## src/rtl/decode_ctrl.sv

```systemverilog
// decode_ctrl: RV32I immediate/format decode feeding a 2-entry in-order skid buffer toward execute.
module decode_ctrl #(
  parameter int STALL_CNT_W = 16
) (
  input  logic                   clk,
  input  logic                   rst,
  input  logic                   if_valid,
  input  logic [31:0]            if_instr,
  input  logic [31:0]            if_pc,
  output logic                   if_ready,
  input  logic                   flush,
  input  logic                   ex_ready,
  output logic                   id_valid,
  output logic [31:0]            id_pc,
  output logic [31:0]            id_imm,
  output logic [2:0]             id_imm_sel,
  output logic [4:0]             id_rs1,
  output logic [4:0]             id_rs2,
  output logic [4:0]             id_rd,
  output logic                   id_illegal,
  output logic [STALL_CNT_W-1:0] stall_cnt
);
  typedef enum logic [1:0] {EMPTY, ONE, TWO} state_t;
  typedef struct packed {
    logic [31:0] pc;
    logic [31:0] imm;
    logic [2:0]  sel;
    logic        ill;
    logic [4:0]  rs1;
    logic [4:0]  rs2;
    logic [4:0]  rd;
  } entry_t;
  state_t                 state_q, state_d;
  entry_t                 head_q, head_d, skid_q, skid_d, new_e, out_e;
  logic                   if_ready_q;
  logic [STALL_CNT_W-1:0] stall_q, stall_d;
  logic [6:0]             op;
  logic [31:0]            in;
  logic                   accept, consume;
  assign in       = if_instr;
  assign op       = in[6:0];
  assign if_ready = if_ready_q;
  assign id_valid = state_q != EMPTY;
  assign accept   = if_valid & if_ready_q;
  assign consume  = id_valid & ex_ready;
  always_comb begin
    new_e     = '0;
    new_e.pc  = if_pc;
    new_e.rs1 = in[19:15];
    new_e.rs2 = in[24:20];
    new_e.rd  = in[11:7];
    new_e.sel = op inside {7'b0000011, 7'b0010011, 7'b1100111, 7'b1110011} ? 3'd0 :
                op == 7'b0100011                 ? 3'd1 :
                op == 7'b1100011                 ? 3'd2 :
                op inside {7'b0110111, 7'b0010111} ? 3'd3 :
                op == 7'b1101111                 ? 3'd4 :
                op == 7'b0110011                 ? 3'd5 : 3'd7;
    new_e.ill = new_e.sel == 3'd7;
    new_e.imm = new_e.sel == 3'd0 ? {{20{in[31]}}, in[31:20]} :
                new_e.sel == 3'd1 ? {{20{in[31]}}, in[31:25], in[11:7]} :
                new_e.sel == 3'd2 ? {{19{in[31]}}, in[31], in[7], in[30:25], in[11:8], 1'b0} :
                new_e.sel == 3'd3 ? {in[31:12], 12'b0} :
                new_e.sel == 3'd4 ? {{11{in[31]}}, in[31], in[19:12], in[20], in[30:21], 1'b0} : 32'b0;
  end
  always_comb begin
    state_d = state_q;
    head_d  = head_q;
    skid_d  = skid_q;
    if (flush) state_d = EMPTY;
    else case (state_q)
      EMPTY: if (accept) begin
        state_d = ONE;
        head_d  = new_e;
      end
      ONE: if (accept && !consume) begin
        state_d = TWO;
        skid_d  = new_e;
      end else if (consume && !accept) state_d = EMPTY;
      else if (accept) head_d = new_e;
      TWO: if (consume) begin
        state_d = ONE;
        head_d  = skid_q;
      end
      default: state_d = EMPTY;
    endcase
  end
  assign stall_d = (id_valid && !ex_ready && !(&stall_q)) ? stall_q + STALL_CNT_W'(1) : stall_q;
  always_ff @(posedge clk) begin
    if (rst) begin
      state_q    <= EMPTY;
      head_q     <= '0;
      skid_q     <= '0;
      if_ready_q <= 1'b1;
      stall_q    <= '0;
    end else begin
      state_q    <= state_d;
      head_q     <= head_d;
      skid_q     <= skid_d;
      if_ready_q <= state_d != TWO;
      stall_q    <= stall_d;
    end
  end
  // Stale head contents are masked so consumers only ever see zeros when nothing is offered.
  assign out_e      = id_valid ? head_q : '0;
  assign id_pc      = out_e.pc;
  assign id_imm     = out_e.imm;
  assign id_imm_sel = out_e.sel;
  assign id_illegal = out_e.ill;
  assign id_rs1     = out_e.rs1;
  assign id_rs2     = out_e.rs2;
  assign id_rd      = out_e.rd;
  assign stall_cnt  = stall_q;
endmodule

```

## config.mk

```make
export PLATFORM = sky130hd
export DESIGN_NAME = decode_ctrl
export DESIGN_NICKNAME = d
export VERILOG_FILES = /design/src/rtl/decode_ctrl.sv
export SDC_FILE = /design/constraint.sdc
export NUM_CORES = 1
export LEC_CHECK = 0
export BUFFER_PORTS_ARGS = -buffer_cell sky130_fd_sc_hd__buf_4
export CAP_MARGIN = 20
export CORE_MARGIN = 2
export CORE_UTILIZATION = 50
export DETAILED_ROUTE_END_ITERATION = 10
export PLACE_DENSITY = 0.73
export SLEW_MARGIN = 20
export SYNTH_ARGS = -nofsm -noshare
export SYNTH_HDL_FRONTEND = slang
export SYNTH_SLANG_ARGS = --single-unit
```

## constraint.sdc

```tcl
create_clock -name clk -period 2.4 [get_ports clk]
set_clock_uncertainty 0.15 [all_clocks]
set_input_delay 0.48 -clock clk [delete_from_list [all_inputs] [get_ports clk]]
set_output_delay 0.48 -clock clk [all_outputs]
set_load 0.1 [all_outputs]
```

==> results of run 1 <==
[registers in the layout, indices dropped and copies added, names as in the netlist]
| register | flops |
|---|---|
| head_q | 83 |
| if_ready | 1 |
| skid_q | 83 |
| stall_cnt | 16 |
| state_q | 2 |
[stage by stage]
step | hold slack (ps) | area [sq um] | instances | total power, mW
after floorplan | 277 | 8700 | 1079 | 3.89
after global placement | 288 | 10300 | 1416 | 4.17
after detailed placement | 295 | 10300 | 1416 | 4.18
after CTS | 128 | 11200 | 1449 | 7.16
after global routing | 142 | 11300 | 1449 | 7.37
final | 142 | 11300 | 1449 | 7.11
[power by group through the flow]
stage	combinational (mW)	sequential, mW	clock [mW]
global placement	0.877	3.30	0
finish	0.922	3.23	2.96
floorplan	0.602	3.29	0
detailed placement	0.884	3.30	0
CTS	0.920	3.23	3.01
global route	0.992	3.24	3.14
[path summary, 6_finish.rpt]
path,startpoint,end,slack [ps],depth (start not counted)
max reg2reg,state_q[0],skid_q[28],350,6
min reg2reg,skid_q[18],skid_q[18],300,2
max,state_q[0],id_illegal,50,4
min,flush,state_q[0],140,2
[per-layer routing]
metal | share of wire [%] | global-route usage (%) | wire (microns) | vias up
li1 | - | - | - | 3983
met1 | 46 | 34.7 | 10300 | 3695
met2 | 46 | 39.7 | 10400 | 261
met3 | 6.3 | 4.60 | 1420 | 34
met4 | 2.1 | 8.74 | 468 | 0
met5 | 0 | 0 | 0 | -
[Yosys cell counts, drive strengths merged (2+ instances only)]
cell / instances / area share [%]
o21a: 2 / 0.19
nand2: 232 / 10
o211ai: 7 / 0.61
a21o: 2 / 0.17
o311ai: 4 / 0.41
o221ai: 2 / 0.20
a21boi: 7 / 0.61
a2111oi: 19 / 3.3
a22o: 2 / 0.20
a32oi: 7 / 0.71
xnor2: 11 / 1.1
and2b: 2 / 0.17
o21ai: 2 / 0.12
and2: 91 / 6.6
a211oi: 32 / 2.9
inv: 8 / 0.35
nand3: 10 / 0.58
buf: 36 / 2.5
or4: 4 / 0.35
nand2b: 12 / 0.96
and3b: 2 / 0.22
a21oi: 75 / 4.4
dfxtp: 185 / 43
or3: 4 / 0.29
xor2: 4 / 0.41
a311oi: 48 / 5.0
nand3b: 3 / 0.26
mux2i: 2 / 0.23
nor3: 16 / 1.1
clkbuf: 55 / 2.4
or2: 2 / 0.15
a211o: 2 / 0.20
nand4: 12 / 0.87
nor4: 3 / 0.54
nor2b: 2 / 0.15
nor2: 156 / 7.0
[what timing repair did]
action,CTS,global route
endpoints found under the setup margin,83,18
gates resized for setup,87,9
setup buffers,0,0
pin swaps,1,0
gates cloned,1,0
[cell usage in the layout (no fill, tap or decap), types with 17 or more instances in the layout]
cell       instances
a311oi_1          47
buf_6             78
clkbuf_16         17
a21oi_1           75
a2111oi_2         18
and2_2            69
dfxtp_1          171
nor2_1           153
and2_1            22
nand2_1          232
buf_4            112
a211oi_1          31
[area by class of cell]
| cell class | count | area, sq um | share of cell area [%] |
|---|---|---|---|
| tap | 220 | 275 | 2.44 |
| clock inverter | 14 | 194 | 1.72 |
| inverter | 8 | 30.0 | 0.266 |
| multi-input combinational | 795 | 4540 | 40.3 |
| clock buffer | 18 | 429 | 3.80 |
| timing repair buffer | 209 | 2090 | 18.5 |
| sequential | 185 | 3720 | 33.0 |
[logic make-up after synthesis]
logic type	count (synthesis)	synth area share, %
AND/OR/NAND/NOR	559	30.2
multiplexers	2	0.233
buffers and inverters	99	5.27
XOR/XNOR	15	1.53
adder cells (fa/ha/maj)	1	0.145
AO/OA/AOI/OAI	218	19.6
flip-flops	185	43.1
==> key figures, run 1 <==
Timing
  – Final setup fails: 0
  – Slew Limit Fails: 0
  – Max-slew headroom: 55.0%
  – Setup TNS: 0 ps
  – Final min period: 2350 ps
  – Setup ws final: 46.0 ps
  – Final period util: 98.1%
  – Hold Violations, Final: 0
  – Worst-margin pin slew: 676 ps
  – F_max: 425 MHz
  – RSZ-0062 raised after global routing: no

Yosys
  – Synth warn: 0
  – Synth Area per Inst: 7.97 sq um
  – Register area share after synthesis: 43.1%
  – Netlist cell types: 66
  – Async set or reset register ratio after synthesis: 0%
  – Main synth FF type: dfxtp_1
  – Post-synthesis instance total: 1079
  – Post-Syn Nets: 1149
  – Post-Syn Area: 8600 sq um
  – FF+latch count, synth: 185
  – EDFF count, synth: 0

Setup path
  – Required @ worst endpoint: 1770 ps
  – CP Launch Type: flip-flop
  – CP delay by family, top: simple AND/OR/NAND/NOR gates
  – Critical path data arrival time: 1720 ps
  – Crit path max fanout: 28
  – Crit path kind: flip-flop to output pin
  – Max incr delay on CP: 380 ps
  – CP endpoint kind: output pin
  – Worst path bufs/invs: 2
  – Worst path slowest cell: dfxtp_4
  – Worst path cell trace: or2_4, buf_8, and2_2, buf_6

Clock tree
  – Clock transition at the registers of the reported paths: 60 ps
  – Worst skew pair latency: 430 ps
  – Clock Sinks: 185
  – CTS tree: built
  – CTS hold repair buffers: 0
  – Num CTS Buffers: 17
  – H-tree depth: 4
  – CTS Root Cell: clkbuf_16
  – Longest Clk Path Bufs: 2

Floorplan
  – Std-Cell Rows: 47
  – Initial Util: 51.5%
  – CORE AREA: 16700 sq um
  – Height of the die: 135 microns
  – Die Width: 135 microns
  – Ports: 170
  – Die area: 18300 sq um

Detailed routing
  – DR pass1 iterations: 5
  – DRC Markers: 0
  – Final wirelength: 22600 microns
  – WL/cell: 15.6 microns
  – Final ANT Viol Nets: 0
  – Iteration-0 DRC Markers: 437
  – Vias per cell: 5.50
  – Total number of vias: 7973

Placed design
  – Final GP Congestion: 0.890
  – Post-DP HPWL: 15200 microns
  – Dpl ws: 78.2 ps
  – Port-buffer cells: 169

Global routing
  – All-layer global routing usage: 25.1%
  – Vias in the first global route: 7339
  – Initial antenna violation count: 0
  – First-pass GRT wire length: 36900 microns
  – Largest net degree at the start of global routing: 82
  – Total grt overflow: 0

Final layout
  – # fillers: 1406
  – Area grow syn2layout: 31.2%
  – Final nets: 1286
  – Share of layout cells above drive strength 1: 29.4%
  – Post-layout util: 67.6%
  – Ant. Diodes: 0

Run status
  – Status: completed

Power and ir drop
  – Leakage power: 4.33 nW
  – Flop pwr share: 45.4%
  – Combinational Power Share: 13.0%
  – IR Drop Worst-Case VDD: 0.549 mV
  – Clock share of power: 41.6%
  – Internal Power: 5.27 mW
  – PD cells: 630 nW/um^2
  – Switching power: 1.84 mW
  – Switching share of power: 25.9%

Flow run
  – Max-cap check violation count: 0

Worst hold path
  – HP Class: input pin to flip-flop
Note: power is estimated with default switching activity, not from simulation.
==> inputs of run 2 (changes only) <==
- ABC_AREA: not set -> 1
==> key figures, run 2 <==
Run status
  – Status: completed

Clock tree
  – CTS tree: built
  – Num CTS Buffers: 17 (unchanged)
  – Longest Clk Path Bufs: 2 (unchanged)
  – Worst skew pair latency: 430 ps (about the same)
  – CTS Root Cell: clkbuf_16
  – H-tree depth: 4 (unchanged)
  – Clock Sinks: 185 (unchanged)
  – Clock transition at the registers of the reported paths: 70 ps (about the same)
  – Post-CTS setup buffer count: 0 (unchanged)
  – CTS resizes: 0 (-100%)
  – CTS hold repair buffers: 0 (unchanged)

Floorplan
  – CORE AREA: 17800 sq um (+6.8%)
  – Die Width: 138 microns (+2.4%)
  – Initial Util: 50.6% (-0.87 points)
  – Std-Cell Rows: 49 (+4.3%)
  – Die area: 19200 sq um (+4.9%)
  – Height of the die: 138 microns (+2.4%)
  – Ports: 170 (unchanged)

Setup path
  – Max incr delay on CP: 470 ps (+90 ps)
  – Required @ worst endpoint: 1770 ps (about the same)
  – Crit path max fanout: 44 (+57%)
  – Critical path data arrival time: 1670 ps (-50 ps)
  – Worst path cell trace: nor2_4, buf_12, nor2_1, buf_4
  – CP Launch Type: flip-flop
  – Worst path slowest cell: dfxtp_1
  – CP endpoint kind: output pin
  – Crit path kind: flip-flop to output pin

Power and ir drop
  – Leakage power: 5.09 nW (+18%)
  – Internal Power: 5.00 mW (-5.1%)
  – IR Drop Worst-Case VDD: 0.486 mV (-11%)
  – Switching share of power: 26.5% (+0.59 points)
  – PD cells: 611 nW/um^2 (-3.1%)
  – Combinational Power Share: 11.6% (-1.4 points)
  – Flop pwr share: 47.0% (+1.6 points)
  – Switching power: 1.80 mW (-2.2%)
  – Clock share of power: 41.4% (-0.2 points)
  – Total Power: 6.80 mW (-4.4%)

Yosys
  – Top cells by count, synth: nand2_1, nor2_1, inv_1, dfxtp_1, a21oi_1
  – Synth Area per Inst: 6.52 sq um (-18%)
  – Register area share after synthesis: 41.0% (-2.1 points)
  – Post-Syn Nets: 1456 (+27%)
  – Post-Syn Area: 9030 sq um (+5.0%)
  – Netlist cell types: 27 (-59%)
  – Most common cell in the netlist: nand2_1
  – Top post-synthesis cells by area: dfxtp_1, nand2_1, a21oi_1
  – Synth warn: 0 (unchanged)
  – EDFF count, synth: 0 (unchanged)
  – Cell accounting for the most synthesized area: dfxtp_1
  – Top cell type's share of synthesized area: 41.0% (-2.1 points)
  – Post-synthesis instance total: 1386 (+28%)
  – Async set or reset register ratio after synthesis: 0% (unchanged)
  – Main synth FF type: dfxtp_1
  – FF+latch count, synth: 185 (unchanged)

Detailed routing
  – Final wirelength: 23000 microns (+2.0%)
  – Total number of vias: 8845 (+11%)
  – Vias per cell: 5.06 (-8.0%)
  – DR pass1 iterations: 5 (unchanged)
  – Final ANT Viol Nets: 0 (unchanged)
  – WL/cell: 13.2 microns (-15%)
  – Iteration-0 DRC Markers: 667 (+53%)
  – DRC Markers: 0 (unchanged)

Placed design
  – Port-buffer cells: 169 (unchanged)
  – Post-DP HPWL: 15400 microns (+1.1%)
  – Final GP Congestion: 0.920 (+3.4%)

Flow run
  – Max-cap check violation count: 0 (unchanged)

Timing
  – Hold Violations, Final: 0 (unchanged)
  – Final min period: 2300 ps (-50.4 ps)
  – RSZ-0062 raised after global routing: no
  – Final setup fails: 0 (unchanged)
  – Worst-margin pin slew: 799 ps (+123 ps)
  – F_max: 434 MHz (+2.2%)
  – Final period util: 96.0% (-2.1 points)
  – Setup TNS: 0 ps (unchanged)
  – Slew Limit Fails: 0 (unchanged)
  – Max-slew headroom: 46.6% (-8.4 points)

Final layout
  – Area grow syn2layout: 23.3%
  – Share of layout cells above drive strength 1: 17.4% (-12 points)
  – Final nets: 1576 (+23%)
  – # fillers: 1731 (+23%)
  – Ant. Diodes: 0 (unchanged)
  – Most frequent cells in the layout: nand2_1, inv_1, buf_4
  – Commonest non-fill, non-tap cell in the layout: nand2_1

Global routing
  – Largest net degree at the start of global routing: 93 (+13%)
  – Total grt overflow: 0 (unchanged)
  – Vias in the first global route: 7954 (+8.4%)
  – All-layer global routing usage: 24.1% (-1.0 points)
  – First-pass GRT wire length: 38600 microns (+4.5%)
  – Initial antenna violation count: 0 (unchanged)

Worst hold path
  – HP Class: input pin to flip-flop
## run 2: cell count changes in the layout (fill, tap and decap cells not counted), sizes merged, moves of 32 or more
cell    previous run  this run
a21oi             75       164
a211oi            32         0
inv               11       197
and2              91         0
nor2             156       205
nand3             10        83
a311oi            48         0
o21ai              2       158
## run 2: layer usage
metal | routed length (microns) | vias to the layer above | GRT usage [%]
li1 | - | 4633 | -
met1 | 10500 | 3935 | 32.9
met2 | 10700 | 240 | 39.1
met3 | 1290 | 37 | 3.84
met4 | 487 | 0 | 8.11
met5 | 0 | - | 0
## run 2: per-stage QoR
stage / cell area [sq um] / hold slack (ps) / worst slack [ps] / util [%] / cells
finish: 11100 / 189 / 96.4 / 62.4 / 1748
global route: 11100 / 201 / 16.5 / 62.4 / 1748
CTS: 11100 / 179 / 40.8 / 62.4 / 1748
floorplan: 9080 / 275 / -419 / - / 1386
detailed placement: 10500 / 288 / -27.1 / 59.1 / 1716
global placement: 10500 / 282 / 18.9 / 59.1 / 1716
## run 2: power groups by stage
stage	clock [mW]	combinational (mW)	sequential, mW
2_1_floorplan	0	0.520	3.27
3_3_place_gp	0	0.781	3.26
3_5_place_dp	0	0.789	3.27
4_1_cts	2.88	0.793	3.20
5_1_grt	3.00	0.878	3.20
6_report	2.81	0.791	3.20
## run 2: worst paths after layout
path	slack [ps]	startpoint	cells past startpoint	to
worst max-delay path	100	state_q[1]	4	id_rd[2]
worst min register to register	290	skid_q[72]	2	skid_q[72]
worst min-delay path	190	flush	4	state_q[0]
worst max register to register	410	stall_cnt[0]	9	stall_cnt[5]
## run 2: area by class of cell
class / instances / area [sq um] / share of cell area (%)
Multi-Input combinational cell: 915 / 4260 / 38.2
Sequential cell: 185 / 3710 / 33.3
Timing Repair Buffer: 194 / 1570 / 14.1
Inverter: 193 / 728 / 6.54
Clock buffer: 20 / 447 / 4.01
Tap cell: 229 / 287 / 2.57
Clock inverter: 12 / 140 / 1.26
## run 2: cell families (layout without fill, tap and decap cells)
kind of cell | count (synthesis) | count (layout) | synth area share [%]
and+or+nand+nor | 551 | 551 | 24.9
AOI/OAI and AO/OA | 354 | 354 | 20.5
buffers and inverters | 286 | 419 | 12.6
DFF | 185 | 185 | 41.0
xor gates and xnor gates | 9 | 9 | 0.873
adders and majority gates | 1 | 1 | 0.139
## run 2: critical path, delay by kind of cell (launching register included)
| kind | cells | cell delay (ps) |
|---|---|---|
| buffers and inverters | 2 | 510 |
| flip-flops | 1 | 470 |
| AND/OR/NAND/NOR | 2 | 250 |
